[config.mk]
export PLATFORM = sky130hd
export DESIGN_NAME = mem_access_unit
export DESIGN_NICKNAME = d
export VERILOG_FILES = /design/src/rtl/mem_access_unit.sv
export SDC_FILE = /design/constraint.sdc
export NUM_CORES = 1
export LEC_CHECK = 0
export ABC_AREA = 1
export BUFFER_PORTS_ARGS = -buffer_cell sky130_fd_sc_hd__buf_2
export CORE_MARGIN = 2
export CORE_UTILIZATION = 48
export DETAILED_ROUTE_END_ITERATION = 8
export GPL_ROUTABILITY_DRIVEN = 0
export PLACE_DENSITY_LB_ADDON = 0.25
export SLEW_MARGIN = 20
export SYNTH_ARGS = -nofsm -noshare
export SYNTH_HDL_FRONTEND = slang
export SYNTH_SLANG_ARGS = --single-unit
export TNS_END_PERCENT = 5
[constraint.sdc]
create_clock -name Clk -period 1.5 [get_ports Clk]
set_clock_uncertainty 0.2 [all_clocks]
set_input_delay 0.075 -clock Clk [delete_from_list [all_inputs] [get_ports Clk]]
set_output_delay 0.075 -clock Clk [all_outputs]
set_load 0.01 [all_outputs]
[src/rtl/mem_access_unit.sv]
// Multi-cycle big-endian load/store unit with sub-word extension and read-modify-write stores.
// Define MEM_BYTE_ENABLE_EN to add MemBe and write sub-words directly with lane enables.
module mem_access_unit #(
  parameter int ADDR_WIDTH = 32
) (
  input  logic                  Clk,
  input  logic                  Rst,
  input  logic                  Start,
  input  logic                  MemRead,
  input  logic                  MemWrite,
  input  logic [1:0]            Size,
  input  logic                  LoadUnsigned,
  input  logic [ADDR_WIDTH-1:0] Addr,
  input  logic [31:0]           WriteData,
  output logic [31:0]           ReadData,
  output logic                  Busy,
  output logic                  Done,
  output logic                  Error,
  output logic [ADDR_WIDTH-3:0] MemAddr,
  output logic                  MemRdEn,
  output logic                  MemWrEn,
  output logic [31:0]           MemWData,
`ifdef MEM_BYTE_ENABLE_EN
  output logic [3:0]            MemBe,
`endif
  input  logic [31:0]           MemRData
);

  localparam logic [1:0] SZ_BYTE = 2'b00;
  localparam logic [1:0] SZ_HALF = 2'b01;
  localparam logic [1:0] SZ_WORD = 2'b11;

  typedef enum logic [2:0] {
    S_IDLE    = 3'd0,
    S_READ    = 3'd1,
    S_CAPTURE = 3'd2,
    S_WRITE   = 3'd3,
    S_DONE    = 3'd4
  } state_t;

  // Big-endian lane select: offset 0 is the most significant byte/half.
  function automatic logic [31:0] load_extend(input logic [31:0] word, input logic [1:0] size,
                                              input logic [1:0] off, input logic uns);
    logic [7:0]  b;
    logic [15:0] h;
    logic [31:0] r;
    b = 8'(word >> {2'd3 - off, 3'b000});
    h = off[1] ? word[15:0] : word[31:16];
    case (size)
      SZ_BYTE: r = uns ? {24'h000000, b} : {{24{b[7]}}, b};
      SZ_HALF: r = uns ? {16'h0000, h} : {{16{h[15]}}, h};
      default: r = word;
    endcase
    return r;
  endfunction

  function automatic logic [31:0] store_merge(input logic [31:0] word, input logic [31:0] data,
                                              input logic [1:0] size, input logic [1:0] off);
    logic [4:0]  sh;
    logic [31:0] mask;
    case (size)
      SZ_BYTE: begin sh = {2'd3 - off, 3'b000};   mask = 32'h0000_00FF << sh; end
      SZ_HALF: begin sh = off[1] ? 5'd0 : 5'd16; mask = 32'h0000_FFFF << sh; end
      default: begin sh = 5'd0;                   mask = 32'hFFFF_FFFF;       end
    endcase
    return (word & ~mask) | ((data << sh) & mask);
  endfunction

  function automatic logic misaligned(input logic [1:0] size, input logic [1:0] off);
    case (size)
      SZ_BYTE: misaligned = 1'b0;
      SZ_HALF: misaligned = off[0];
      SZ_WORD: misaligned = (off != 2'b00);
      default: misaligned = 1'b1;
    endcase
  endfunction

`ifdef MEM_BYTE_ENABLE_EN
  function automatic logic [3:0] lane_enables(input logic [1:0] size, input logic [1:0] off);
    case (size)
      SZ_BYTE: lane_enables = 4'b1000 >> off;
      SZ_HALF: lane_enables = off[1] ? 4'b0011 : 4'b1100;
      default: lane_enables = 4'b1111;
    endcase
  endfunction

  function automatic logic [31:0] replicate(input logic [31:0] data, input logic [1:0] size);
    case (size)
      SZ_BYTE: replicate = {4{data[7:0]}};
      SZ_HALF: replicate = {2{data[15:0]}};
      default: replicate = data;
    endcase
  endfunction

  logic [3:0] be_q;
  assign MemBe = be_q;
`endif

  state_t                state_q;
  logic [31:0]           read_data_q, mem_wdata_q, wdata_q;
  logic [ADDR_WIDTH-3:0] mem_addr_q;
  logic [1:0]            size_q, off_q;
  logic                  uns_q, store_q, busy_q, done_q, error_q, rd_en_q, wr_en_q;

  // Request sequencing FSM; every output is a register written here.
  always_ff @(posedge Clk or negedge Rst) begin
    if (!Rst) begin
      state_q     <= S_IDLE;
      read_data_q <= 32'h0000_0000;
      mem_wdata_q <= 32'h0000_0000;
      wdata_q     <= 32'h0000_0000;
      mem_addr_q  <= '0;
      size_q      <= 2'b00;
      off_q       <= 2'b00;
      uns_q       <= 1'b0;
      store_q     <= 1'b0;
      busy_q      <= 1'b0;
      done_q      <= 1'b0;
      error_q     <= 1'b0;
      rd_en_q     <= 1'b0;
      wr_en_q     <= 1'b0;
`ifdef MEM_BYTE_ENABLE_EN
      be_q        <= 4'b0000;
`endif
    end else begin
      case (state_q)
        S_IDLE: begin
          if (Start) begin
            busy_q     <= 1'b1;
            mem_addr_q <= Addr[ADDR_WIDTH-1:2];
            size_q     <= Size;
            off_q      <= Addr[1:0];
            uns_q      <= LoadUnsigned;
            wdata_q    <= WriteData;
            store_q    <= MemWrite;
            if (!MemRead && !MemWrite) begin
              state_q <= S_DONE;
              done_q  <= 1'b1;
            end else if ((MemRead && MemWrite) || misaligned(Size, Addr[1:0])) begin
              state_q <= S_DONE;
              done_q  <= 1'b1;
              error_q <= 1'b1;
            end else if (MemRead || (Size != SZ_WORD)) begin
`ifdef MEM_BYTE_ENABLE_EN
              if (MemWrite) begin
                state_q     <= S_WRITE;
                wr_en_q     <= 1'b1;
                mem_wdata_q <= replicate(WriteData, Size);
                be_q        <= lane_enables(Size, Addr[1:0]);
              end else begin
                state_q <= S_READ;
                rd_en_q <= 1'b1;
              end
`else
              state_q <= S_READ;
              rd_en_q <= 1'b1;
`endif
            end else begin
              state_q     <= S_WRITE;
              wr_en_q     <= 1'b1;
              mem_wdata_q <= WriteData;
`ifdef MEM_BYTE_ENABLE_EN
              be_q        <= 4'b1111;
`endif
            end
          end else begin
            state_q <= S_IDLE;
          end
        end
        S_READ: begin
          rd_en_q <= 1'b0;
          state_q <= S_CAPTURE;
        end
        S_CAPTURE: begin
          if (store_q) begin
            mem_wdata_q <= store_merge(MemRData, wdata_q, size_q, off_q);
            wr_en_q     <= 1'b1;
            state_q     <= S_WRITE;
          end else begin
            read_data_q <= load_extend(MemRData, size_q, off_q, uns_q);
            done_q      <= 1'b1;
            state_q     <= S_DONE;
          end
        end
        S_WRITE: begin
          wr_en_q <= 1'b0;
          done_q  <= 1'b1;
          state_q <= S_DONE;
        end
        S_DONE: begin
          done_q  <= 1'b0;
          error_q <= 1'b0;
          busy_q  <= 1'b0;
          state_q <= S_IDLE;
        end
        default: begin
          rd_en_q <= 1'b0;
          wr_en_q <= 1'b0;
          done_q  <= 1'b0;
          error_q <= 1'b0;
          busy_q  <= 1'b0;
          state_q <= S_IDLE;
        end
      endcase
    end
  end

  assign ReadData = read_data_q;
  assign Busy     = busy_q;
  assign Done     = done_q;
  assign Error    = error_q;
  assign MemAddr  = mem_addr_q;
  assign MemRdEn  = rd_en_q;
  assign MemWrEn  = wr_en_q;
  assign MemWData = mem_wdata_q;

endmodule

==> results.txt <==
Flop pwr share -> 0.278
Port Buffers -> 202
Yosys warns -> 0
Post-synth EDFFs -> 0
Die area -> 16,400 µm²
# IOs -> 203
Number of core rows -> 45
Actual slew at the worst max-slew pin -> 0.398 ns
CP Max Fanout -> 18
GRT Total Usage -> 0.320
Total routed wirelength -> 26,500 µm
Syn Area/Cell -> 7.26 µm²
CP Launch Type -> register
Core box area -> 15,100 µm²
Initial antenna violation count -> 0
Fraction of power spent switching nets -> 0.431
Hold endpoint -> Error$_DFFE_PN0P_
Endpoints failing hold -> 1
Clock transition at path regs -> 0.06 ns
Post-route clock period utilization -> 1.18
Internal -> 0.0139 W
Grt ovf -> 0
Clk_lat worst skew -> 0.43 ns
Root buffer selected by CTS -> clkbuf_16
Req. time, crit path -> 1.62 ns
Vias in the first global route -> 8,232
WP data arrival -> 1.90 ns
Remaining antenna violation count -> 0
GRT busiest layer -> met2
Synthesis-to-layout area growth -> 53.8%
Routed len/inst -> 16.8 µm
Sw power -> 0.0105 W
Setup WS pre-CTS -> -0.266 ns
Fin nets -> 1,478
Cell type of the slowest stage on the worst timing path -> dfrtp_2
Leakage -> 6.06 nW
DR vias -> 8,372
Power share of the combinational group -> 0.541
Reg2reg setup slack -> -0.28 ns
Worst r2r src -> size_q[1]$_DFFE_PN0P_
Syn nets -> 1,121
CP cell instances -> nor2_4, buf_6, nand3_1, a21oi_1, o21ai_1, nand2_1, nand2_1
Hold WS -> -0.106 ns
Met3 Usage GRT -> 0.0714
Met1 Usage GRT -> 0.391
Post-layout minimum cycle time -> 1.78 ns
Num CTS Buffers -> 17
Kind of critical path -> register to register
Final instance area -> 11,400 µm²
Met2 global-route usage -> 0.550
RSZ-0062 raised after global routing -> true
Synth Register Bits -> 140
Type of the worst min-delay path -> primary input to register
Status -> finished with violations
Clk buf depth -> 2
Worst setup margin -> -0.275 ns
Worst hold path startpoint -> MemWrite
Critical path's top delay family -> simple AND/OR/NAND/NOR gates
Worst IR Drop VDD -> 1.13 mV
DP Area -> 9130 µm²
Layout fillers -> 1,112
Fmax -> 563 MHz
Slew Limit Fails -> 0
Register area share after synthesis -> 0.474
Max-Slew Margin vs Limit -> 0.732
Critical R2R Capture -> MemWData[15]$_DFFE_PN0P_
Initial Utilization -> 0.488
Ys async rst share -> 1.00
Hold Path Stages -> 6
DRT iter0 DRCs -> 736
Die width -> 128 µm
First-pass GRT wire length -> 40,900 µm
DR DRC count -> 0
Synth Cell Area -> 7390 µm²
Max H-tree Level -> 4
Crit path capture type -> register
Max Cap Violations -> 0
R2R depth -> 7
Die Y-Extent -> 128 µm
Mapped Cells -> 1,017
Clock sink total -> 140
Setup_tns -> -25.51 ns
Netlist cell types -> 29
Cell mode on critical path -> nand2_1
Largest net degree at the start of global routing -> 40
Antenna cells -> 0
Total Power -> 0.0244 W
Clock share of power -> 0.181
Final setup vio count -> 139
First drt pass iteration count -> 6
Layout cell share with drive strength beyond 1 -> 0.328
Failing checks -> hold timing, setup timing
Pwr/cell area -> 2150 nW/µm²
Slowest Stage Delay on Critical Path -> 0.45 ns
Synth Flop Type -> dfrtp_1
WP buf/inv -> 1
Post-DP HPWL -> 16,700 µm
Vias per inst -> 5.32
CTS tree -> done
area by class of cell:
type	instances	area, µm²	share of cell area
repair buffers	390	3010	0.265
well taps	188	235	0.0207
inverters	111	432	0.0380
clock buffers	19	453	0.0399
multi-input cells	714	3560	0.313
clock inverters	13	163	0.0143
flip-flops and latches	140	3510	0.309
worst min-delay path: stages:
cell	delay, ns
buf_2	0.09
nand2_1	0.04
nand2_1	0.05
inv_1	0.05
nand2_1	0.05
a32o_1	0.14
power by group through the flow:
stage               Clock, W  Sequential (W)  Combinational, W
global placement           0         0.00668            0.0111
global route         0.00459         0.00696            0.0145
finish               0.00441         0.00679            0.0132
CTS                  0.00444         0.00669            0.0123
floorplan                  0         0.00720           0.00638
detailed placement         0         0.00668            0.0113
sequential cells by signal, summed over array words and instances (netlist names), 2 cells and up:
register	flops
off_q	2
ReadData	32
size_q	2
MemWData	32
state_q	3
wdata_q	32
MemAddr	30
stage by stage:
stage                     std cells  utilization
after floorplan                1017            -
after global placement         1425        0.603
after detailed placement       1425        0.603
after CTS                      1568        0.731
after global routing           1575        0.750
final                          1575        0.750
cell usage after synthesis, types with 4 or more instances:
| cell type | number | share of area |
|---|---|---|
| a21oi_1 | 67 | 0.045 |
| o21ai_0 | 50 | 0.034 |
| or2_2 | 26 | 0.022 |
| nand2_2 | 4 | 0.0034 |
| nand3_1 | 112 | 0.076 |
| nor2_1 | 38 | 0.019 |
| dfrtp_1 | 140 | 0.47 |
| o21ai_1 | 14 | 0.0095 |
| inv_1 | 103 | 0.052 |
| buf_2 | 30 | 0.020 |
| nand4_1 | 5 | 0.0042 |
| nand2_1 | 371 | 0.19 |
| inv_2 | 8 | 0.0041 |
| clkbuf_1 | 17 | 0.0086 |
| o21a_1 | 4 | 0.0041 |
| a2bb2oi_1 | 4 | 0.0047 |
cell families after synthesis:
| logic type | synth area share |
|---|---|
| compound gates | 0.108 |
| simple gates | 0.327 |
| flops | 0.474 |
| buf+inv | 0.0909 |
worst max-delay path by stage:
stage / from / end / slack [ns] / cells after the start
floorplan: size_q[0]$_DFFE_PN0P_ / MemWData[10]$_DFFE_PN0P_ / -0.13 / 8
global placement: off_q[0]$_DFFE_PN0P_ / MemWData[10]$_DFFE_PN0P_ / -0.24 / 7
detailed placement: off_q[0]$_DFFE_PN0P_ / MemWData[10]$_DFFE_PN0P_ / -0.27 / 8
CTS: state_q[0]$_DFF_PN0_ / MemWData[29]$_DFFE_PN0P_ / -0.24 / 10
global route: size_q[1]$_DFFE_PN0P_ / MemWData[21]$_DFFE_PN0P_ / -0.35 / 9
finish: size_q[1]$_DFFE_PN0P_ / MemWData[15]$_DFFE_PN0P_ / -0.28 / 7
metal layers:
metal | share of wire | wire (µm)
met2 | 0.49 | 12900
met5 | 0 | 0
met1 | 0.39 | 10300
met4 | 0.036 | 966
met3 | 0.087 | 2300
repair_timing:
action	CTS	global route
cloned	3	2
endpoints found under the setup margin	139	181
endpoints found under the hold margin	278	4
resized for setup	59	83
pin swaps	11	12
setup buffers	5	2
hold buffers	103	3
placed cells by master (no fill, tap or decap), drive strengths merged:
cell / netlist / routed
a21oi: 70 / 70
a2bb2oi: 4 / 4
a32o: 1 / 1
buf: 35 / 282
bufinv: 0 / 3
clkbuf: 17 / 22
clkinv: 0 / 4
clkinvlp: 0 / 3
dfrtp: 140 / 140
dlygate4sd3: 0 / 104
dlymetal6s4s: 0 / 1
inv: 111 / 114
nand2: 376 / 376
nand3: 114 / 114
nand3b: 2 / 2
nand4: 5 / 5
nor2: 44 / 44
o21a: 4 / 4
o21ai: 65 / 65
o22ai: 3 / 3
or2: 26 / 26
No activity file was read; power rests on OpenSTA's default activity.
